<file path="config.mk">
export PLATFORM = sky130hd
export DESIGN_NAME = geofence_driver
export DESIGN_NICKNAME = d
export VERILOG_FILES = /design/src/rtl/geofence_driver.sv
export SDC_FILE = /design/constraint.sdc
export NUM_CORES = 2
export LEC_CHECK = 0
export CORE_UTILIZATION = 40
export DETAILED_ROUTE_END_ITERATION = 7
export HOLD_SLACK_MARGIN = 0.02
export PLACE_DENSITY = 0.51
export SYNTH_ARGS = -nofsm -noshare
export SYNTH_HDL_FRONTEND = slang
export SYNTH_SLANG_ARGS = --single-unit
</file>
<file path="constraint.sdc">
create_clock -name clk -period 7.2 [get_ports clk]
set_input_delay 2.16 -clock clk [delete_from_list [all_inputs] [get_ports clk]]
set_output_delay 2.16 -clock clk [all_outputs]
set_load 0.01 [all_outputs]
</file>
<file path="src/rtl/geofence_driver.sv">
// Point-stream transmitter for the geofence core: buffers objects of 7 points, streams them
// on X/Y and collects is_inside. Define GEOFENCE_DRV_TIMEOUT_EN to enable the wait timeout.
module geofence_driver #(
    parameter int unsigned MAX_OBJ = 16,
    parameter int unsigned TIMEOUT = 255
) (
    input  logic                         clk,
    input  logic                         reset,
    input  logic                         ld_en,
    input  logic [9:0]                   ld_x,
    input  logic [9:0]                   ld_y,
    input  logic                         ld_clr,
    input  logic                         start,
    output logic [9:0]                   X,
    output logic [9:0]                   Y,
    input  logic                         valid,
    input  logic                         is_inside,
    output logic                         busy,
    output logic                         done,
    output logic [$clog2(MAX_OBJ+1)-1:0] obj_cnt,
    output logic [$clog2(MAX_OBJ+1)-1:0] inside_cnt,
    output logic [MAX_OBJ-1:0]           result,
    output logic                         timeout_err
);

    localparam int unsigned DEPTH = MAX_OBJ * 7;
    localparam int unsigned AW    = $clog2(DEPTH + 1);
    localparam int unsigned CW    = $clog2(MAX_OBJ + 1);
    localparam int unsigned OW    = (MAX_OBJ > 1) ? $clog2(MAX_OBJ) : 1;

    localparam logic [1:0] StIdle = 2'd0;
    localparam logic [1:0] StSend = 2'd1;
    localparam logic [1:0] StWait = 2'd2;
    localparam logic [1:0] StDone = 2'd3;

    logic [19:0]        pt_mem [DEPTH];
    logic [1:0]         state_q, state_d;
    logic [AW-1:0]      wp_q, wp_d;
    logic [OW-1:0]      obj_q, obj_d;
    logic [2:0]         p_q, p_d;
    logic [9:0]         x_q, x_d, y_q, y_d;
    logic [MAX_OBJ-1:0] result_q, result_d;
    logic [CW-1:0]      inside_q, inside_d;
    logic [AW-1:0]      rd_addr;
    logic [19:0]        rd_data;
    logic               wr_en;
    logic               capture;
    logic               last_obj;

`ifdef GEOFENCE_DRV_TIMEOUT_EN
    localparam int unsigned TW = (TIMEOUT < 256) ? 8 : $clog2(TIMEOUT + 1);
    logic [TW-1:0] wait_q, wait_d;
    logic          terr_q, terr_d;
    logic          timed_out;
`endif

    assign obj_cnt    = CW'(wp_q / AW'(7));
    assign wr_en      = reset && (state_q == StIdle) && ld_en && !ld_clr && (wp_q != AW'(DEPTH));
    assign rd_data    = pt_mem[rd_addr];
    assign last_obj   = (CW'(obj_q) == obj_cnt - CW'(1));
    assign X          = x_q;
    assign Y          = y_q;
    assign busy       = (state_q == StSend) || (state_q == StWait);
    assign done       = (state_q == StDone);
    assign result     = result_q;
    assign inside_cnt = inside_q;
`ifdef GEOFENCE_DRV_TIMEOUT_EN
    assign timeout_err = terr_q;
`else
    assign timeout_err = 1'b0;
`endif

    // Point buffer is deliberately left out of reset.
    always_ff @(posedge clk) begin
        if (wr_en) begin
            pt_mem[wp_q] <= {ld_x, ld_y};
        end
    end

    always_comb begin
        wp_d = wp_q;
        if (state_q == StIdle) begin
            if (ld_clr) begin
                wp_d = '0;
            end else if (wr_en) begin
                wp_d = wp_q + AW'(1);
            end
        end
    end

    always_comb begin
        state_d  = state_q;
        obj_d    = obj_q;
        p_d      = p_q;
        x_d      = x_q;
        y_d      = y_q;
        result_d = result_q;
        inside_d = inside_q;
        rd_addr  = '0;
        capture  = valid;
`ifdef GEOFENCE_DRV_TIMEOUT_EN
        wait_d    = wait_q;
        terr_d    = terr_q;
        timed_out = (state_q == StWait) && !valid && (wait_q == TW'(TIMEOUT - 1));
        capture   = valid || timed_out;
`endif
        case (state_q)
            StIdle: begin
                x_d = '0;
                y_d = '0;
                if (start) begin
                    result_d = '0;
                    inside_d = '0;
                    obj_d    = '0;
                    p_d      = '0;
`ifdef GEOFENCE_DRV_TIMEOUT_EN
                    terr_d   = 1'b0;
`endif
                    if (obj_cnt == '0) begin
                        state_d = StDone;
                    end else begin
                        // Target goes out on the start edge so it is visible the next cycle.
                        {x_d, y_d} = rd_data;
                        p_d        = 3'd1;
                        state_d    = StSend;
                    end
                end
            end
            StSend: begin
                rd_addr    = AW'(obj_q) * AW'(7) + AW'(p_q);
                {x_d, y_d} = rd_data;
                if (p_q == 3'd6) begin
                    state_d = StWait;
`ifdef GEOFENCE_DRV_TIMEOUT_EN
                    wait_d  = '0;
`endif
                end else begin
                    p_d = p_q + 3'd1;
                end
            end
            StWait: begin
                if (capture) begin
                    result_d[obj_q] = valid & is_inside;
                    inside_d        = inside_q + CW'(valid & is_inside);
`ifdef GEOFENCE_DRV_TIMEOUT_EN
                    if (timed_out) begin
                        terr_d = 1'b1;
                    end
`endif
                    if (last_obj) begin
                        x_d     = '0;
                        y_d     = '0;
                        state_d = StDone;
                    end else begin
                        rd_addr    = AW'(obj_q) * AW'(7) + AW'(7);
                        {x_d, y_d} = rd_data;
                        obj_d      = obj_q + OW'(1);
                        p_d        = 3'd1;
                        state_d    = StSend;
                    end
                end else begin
`ifdef GEOFENCE_DRV_TIMEOUT_EN
                    wait_d = wait_q + TW'(1);
`endif
                end
            end
            StDone: begin
                x_d     = '0;
                y_d     = '0;
                state_d = StIdle;
            end
            default: begin
                state_d = StIdle;
            end
        endcase
    end

    always_ff @(posedge clk) begin
        if (!reset) begin
            state_q  <= StIdle;
            wp_q     <= '0;
            obj_q    <= '0;
            p_q      <= '0;
            x_q      <= '0;
            y_q      <= '0;
            result_q <= '0;
            inside_q <= '0;
`ifdef GEOFENCE_DRV_TIMEOUT_EN
            wait_q   <= '0;
            terr_q   <= 1'b0;
`endif
        end else begin
            state_q  <= state_d;
            wp_q     <= wp_d;
            obj_q    <= obj_d;
            p_q      <= p_d;
            x_q      <= x_d;
            y_q      <= y_d;
            result_q <= result_d;
            inside_q <= inside_d;
`ifdef GEOFENCE_DRV_TIMEOUT_EN
            wait_q   <= wait_d;
            terr_q   <= terr_d;
`endif
        end
    end

endmodule

</file>
### Word-level counts from Yosys, hierarchy flattened

Memory sizes are Yosys's and may differ from the RTL's.
Index checks and enable logic that the tools add are counted.

| word-level totals | value |
|---|---|
| register bits | 57 |
| bits in latches | 0 |
| memory bits (writable) | 2240 |
| memory bits (read-only) | 0 |
| bits of input ports | 27 |
| output and inout bits | 49 |
| logic and storage cells | 92 |
| memories kept | 1 |

Memories:

| memory | depth | bits a word | rd ports | clocked after Yosys merged registers in | wr ports | RTL line | RTL |
|---|---|---|---|---|---|---|---|
| pt_mem | 112 | 20 | 1 | 0 | 1 | 36 | `logic [19:0] pt_mem [DEPTH];` |

| operators by class | value |
|---|---|
| add/subtract/negate cells | 7 |
| multipliers | 1 |
| div/mod/pow operators | 1 |
| magnitude comparators | 2 |
| equality and inequality tests | 11 |
| shift operators | 0 |
| muxes and demuxes | 42 |
| bitwise logic cells | 2 |
| reduce and logical (&&, ||, !) cells | 17 |

Operators by type and width:

| cell | count |
|---|---|
| $mux 10 | 8 |
| $pmux 10 s4 | 2 |
| $mux 16 | 2 |
| $pmux 16 s2 | 1 |
| $mux 7 | 4 |
| $bwmux 16 | 1 |
| $pmux 7 s2 | 1 |
| $mux 3 | 4 |
| $mux 4 | 3 |
| $mux 2 | 5 |
| $mux 5 | 2 |
| $pmux 5 s2 | 1 |
| $pmux 3 s3 | 1 |
| $ne 2x2->1 const B | 4 |
| $pmux 2 s4 | 1 |
| $pmux 4 s2 | 1 |
| $add 7x1->7 const B | 1 |
| $add 7x3->7 | 1 |
| $add 7x3->7 const B | 1 |
| $div 7x3->7 const B | 1 |
| $mul 4x3->7 const B | 1 |
| $ne 7x7->1 const B | 1 |
| $reduce_and 3->1 | 2 |
| $add 5x1->5 | 1 |
| 23 further kinds | 33 |

### Depth between registers and ports, before layout

An unclocked memory read counts as a cell.

| logic depth | value |
|---|---|
| depth in word-level cells | 10 |
| mapped depth | 29 |
| mapped depth without buffers | 22 |

### Least setup slack after synthesis

Ideal clock, no wire load.

| timing path | value |
|---|---|
| path type | flip-flop to flip-flop |
| start | register wp_q[0] |
| end | register x_q[9], in the netlist X[9] |
| library setup time | 124 ps |
| arrival time | 5124 ps |
| path slack | 1952 ps |
| stages on the path, launching flop included | 25 |
| path through | dfxtp_1 -> inv_1 -> ha_1 -> maj3_1 -> o211a_1 -> nor3_2 -> a211o_1 -> and4_1 -> buf_6 -> ha_1 -> clkbuf_1 -> nand2b_1 -> o31ai_1 -> o41ai_2 -> a2111oi_4 -> o32a_2 -> nand2_2 -> buf_4 -> buf_4 -> clkbuf_1 -> mux4_2 -> o221ai_1 -> nor3_1 -> nor3b_1 -> o31ai_1 |

| between the ends | value |
|---|---|
| cells in the longest elaborated chain, start to end | 10 |

RTL lines:

| element | RTL line | RTL |
|---|---|---|
| from (decl) | 38 | `logic [AW-1:0] wp_q, wp_d;` |
| from (signal assigned) | 194 | `wp_q <= wp_d;` |
| $div 7x3->7 (*) | 57 | `assign obj_cnt = CW'(wp_q / AW'(7));` |
| $sub 5x1->5 | 60 | `assign last_obj = (CW'(obj_q) == obj_cnt - CW'(1));` |
| $eq 4x5->1 | 60 |  |
| $mux 7 | 150 | `if (last_obj) begin` |
| $mux 7 | 142 | `if (capture) begin` |
| $pmux 7 s2 | 107 | `case (state_q)` |
| $mem_v2 112x20 | -- |  |
| $mux 10 (on tied branches) | 150, 119 |  |
| $mux 10 (on tied branches) | 142, 111 |  |
| $pmux 10 s4 (*) | 107 |  |
| to (signal assigned) | 184 | `x_q <= '0;` |
| to (signal assigned) | 197 | `x_q <= x_d;` |
| to (decl) | 41 | `logic [9:0] x_q, x_d, y_q, y_d;` |

Every way passes the cells marked *; elsewhere a longest branch is shown, timed or not. The select of a mux whose other input is x is not followed.
A chain may end at the register's enable or synchronous reset.

### Final worst setup path

| timing path | value |
|---|---|
| start | register wp_q[0] |
| end | register y_q[9], in the netlist Y[9] |

| between the ends | value |
|---|---|
| cells in the longest elaborated chain, start to end | 10 |

RTL lines:

| element | RTL line | RTL |
|---|---|---|
| $div 7x3->7 (*) | 57 |  |
| $sub 5x1->5 | 60 |  |
| $eq 4x5->1 | 60 |  |
| $mux 7 | 150 |  |
| $mux 7 | 142 |  |
| $pmux 7 s2 | 107 |  |
| $mem_v2 112x20 | -- |  |
| $mux 10 (on tied branches) | 150, 119 |  |
| $mux 10 (on tied branches) | 142, 111 |  |
| $pmux 10 s4 (*) | 107 |  |
| to (signal assigned) | 198 | `y_q <= y_d;` |
| to (decl) | 41 |  |

Marked as above.

==> impl_metrics.yaml <==
status:
  status: "completed"
floorplanning:
  die_w_um: 482
  die_h_um: 482
  start_util_pct: 40.4
  rows: 175
  core_mm2: 0.228
  die_area_mm2: 0.232
  ioPinCount: 76
sta:
  hold_slack_ns: 0.469
  timing.final.crit_share_pct: 96.6
  rsz0062_at_grt: "no"
  tightest_slew_ns: 1.35
  clock.fmax_mhz: 144
  final_hold_viol_count: 0
  finalMaxSlewViolations: 0
  setup_violations: 0
  timing.final.crit_period_ns: 6.96
  fin_skew_ns: 0.0756
  max_slew_margin_pct: 9.39
global_route:
  grt.overflow.total: 0
  antenna_found_initial: 13
  grt_max_degree: 126
  grt_usage_pct: 25.1
  grt_pass1_vias: 54449
  grt_pass1_wl_um: 417000
setup_path:
  rr_startpoint: "wp_q[0]$_SDFFE_PN0P_"
  worst_ep_required_time_ns: 8.04
  arrival_ns: 7.79
  end_kind: "flop"
  startpoint: "wp_q[0]$_SDFFE_PN0P_"
  critPathLaunchType: "flop"
  worstPathMaxFanout: 43
  critPathKind: "flop to flop"
route:
  drt_iter0_drc: 6971
  drc: 0
  ant_nets: 0
  first_pass_iters: 5
  num_vias: 58031
  drt-total-wl_um: 295000
  wire_per_inst_um: 30.0
  via_per_inst: 5.90
final_layout:
  final_cell_mix: "2240 x edfxtp_1, 1162 x nand2_1, 372 x buf_4, 343 x and3_1, 334 x a211oi_1"
  final_layout_size_suffix_gt1_share_pct: 14.1
  area.growth.synth_to_final_pct: 15.5
  layout_commonest_cell: "edfxtp_1"
  design_area_mm2: 0.106
  final_nets: 6679
synthesis:
  ys_warn_count: 0
  synth_async_sr_flop_share_pct: 0
  syn_area_mm2: 0.0920
  synth_edf_count: 2240
  synth-main-ff-cell: "edfxtp_1"
  syn_nets: 6431
  synth_seq_cells: 2297
  synth_cells: 6371
  synth.distinct_cells: 92
  yosysSeqAreaShare_pct: 74.4
  syn_avg_cell_area_um2: 14.4
clock_network:
  clock-root-buffer: "clkbuf_16"
  cts_buffers: 235
  cts_tree: "built"
  htreeDepth: 4
  cts_setup_buffers: 0
  cts.sinks: 2297
  clk_pin_slew_ns: 0.06
  clockBufferDepth: 3
  clk_latency_ns: 0.93
  hold_buffers: 0
run:
  max-cap-violations: 0
worst_hold_path:
  hp-class: "flop to flop"
  hold_start: "result[7]$_SDFFE_PN0P_"
placed_design:
  port_buffers: 74
  dp_hpwl_um: 179000
  gp_congestion: 0.889
  dpl-instance-area_mm2: 0.0986
power_and_ir_drop:
  ir_drop_v: 0.000214
  power_density_mw_per_mm2: 314
  leakagePower_nw: 34.1
-- kinds of logic after synthesis --
family          synth area share (%)
xor+xnor                       0.246
simple gates                    10.2
mux                             3.06
flops                           74.4
fa+ha+maj                      0.522
buf+inv                         2.34
compound gates                  9.21
other cells                  0.00408
-- synth_stat cells (all sizes together), types with 6 or more instances --
| library cell | instances | area share, % |
|---|---|---|
| edfxtp | 2240 | 73 |
| buf | 235 | 1.3 |
| a221oi | 15 | 0.15 |
| o221ai | 30 | 0.29 |
| clkbuf | 237 | 0.97 |
| nand4 | 52 | 0.35 |
| nor2b | 9 | 0.061 |
| nand3 | 220 | 1.2 |
| a31oi | 187 | 1.3 |
| o31ai | 17 | 0.14 |
| xnor2 | 14 | 0.14 |
| and2 | 11 | 0.078 |
| or3 | 7 | 0.048 |
| a2111oi | 6 | 0.078 |
| o2111ai | 32 | 0.30 |
| inv | 22 | 0.090 |
| nand2 | 1165 | 4.8 |
| nand2b | 8 | 0.054 |
| a22oi | 8 | 0.065 |
| xor2 | 11 | 0.10 |
| a211oi | 337 | 2.8 |
| nor3 | 66 | 0.38 |
| a311oi | 39 | 0.37 |
| and3 | 343 | 2.3 |
| o21ai | 171 | 0.93 |
| a32o | 19 | 0.21 |
| a21oi | 126 | 0.70 |
| o22ai | 21 | 0.14 |
| mux4 | 36 | 0.88 |
| o311ai | 6 | 0.057 |
| nor3b | 15 | 0.12 |
| a32oi | 144 | 1.4 |
| dfxtp | 57 | 1.2 |
| ha | 28 | 0.38 |
| mux2i | 195 | 2.1 |
| nor2 | 176 | 0.72 |
-- state kept, by name (all words and copies together) (netlist names) --
| register | flops |
|---|---|
| state_q | 2 |
| Y | 10 |
| obj_q | 4 |
| inside_cnt | 5 |
| wp_q | 7 |
| result | 16 |
| X | 10 |
| pt_mem | 2240 |
| p_q | 3 |
-- path summary, 6_finish.rpt --
path / end / slack, ns / cells after the start
max: Y[9]$_SDFFE_PN0N_ / 0.24 / 23
min: result[7]$_SDFFE_PN0P_ / 0.47 / 2
max reg2reg: Y[9]$_SDFFE_PN0N_ / 0.24 / 23
min reg2reg: result[7]$_SDFFE_PN0P_ / 0.47 / 2
-- critical path, cell delays in order, from the launching register on --
cell and delay [ns]:
dfxtp_1 0.49, inv_1 0.22, ha_1 0.26, maj3_1 0.35
o211a_1 0.13, nor3_2 0.30, a211o_1 0.17, and4_1 0.22
ha_2 0.27, nor3_1 0.08, o311ai_1 0.52, o41ai_4 0.24
a2111oi_4 0.35, o32a_4 0.39, and2_4 0.41, buf_4 0.30
buf_12 0.27, nand2_1 0.08, a32oi_1 0.31, o21ai_0 0.13
o21ai_0 0.54, o21ai_0 0.33, buf_4 0.24, o31ai_1 0.21
-- stage by stage --
stage	setup TNS, ns	total power [mW]	cells	setup slack [ns]	utilization, %
2_1_floorplan	0	18.6	6371	1.95	-
3_3_place_gp	-0.540	21.6	9390	-0.224	43.2
3_5_place_dp	-0.644	21.6	9391	-0.279	43.2
4_1_cts	0	33.5	9829	0.00751	46.6
5_1_grt	0	34.5	9830	0.00576	46.6
6_report	0	33.4	9834	0.243	46.6
-- metal layers --
| layer | vias to the layer above | global-route usage (%) | share of wire [%] |
|---|---|---|---|
| met5 | - | 0 | 0.0061 |
| met2 | 2360 | 37.7 | 45 |
| met3 | 358 | 4.06 | 7.6 |
| met4 | 2 | 6.99 | 2.5 |
| li1 | 25247 | - | - |
| met1 | 30064 | 37.5 | 45 |
-- layout make-up --
class	instances	area, µm²
clock buffer	293	6140
inverter	23	86.3
multi-input combinational	3579	22000
tap	3009	3760
clock inverter	145	1380
fill	19689	122000
antenna	5	12.5
sequential	2297	68400
timing repair buffer	483	4470
-- report_power, final --
| group | switching (mW) | internal (mW) |
|---|---|---|
| sequential | 0.122 | 14.7 |
| combinational | 4.49 | 2.09 |
| clock | 5.23 | 6.76 |
| total | 9.84 | 23.6 |
-- repair_timing --
item | 4_1_cts | 5_1_grt
endpoints found under the setup margin | 6 | 19
gates resized for setup | 7 | 18
gates cloned | 0 | 0
pin swaps | 0 | 2
Note: power is estimated with default switching activity, not from simulation.
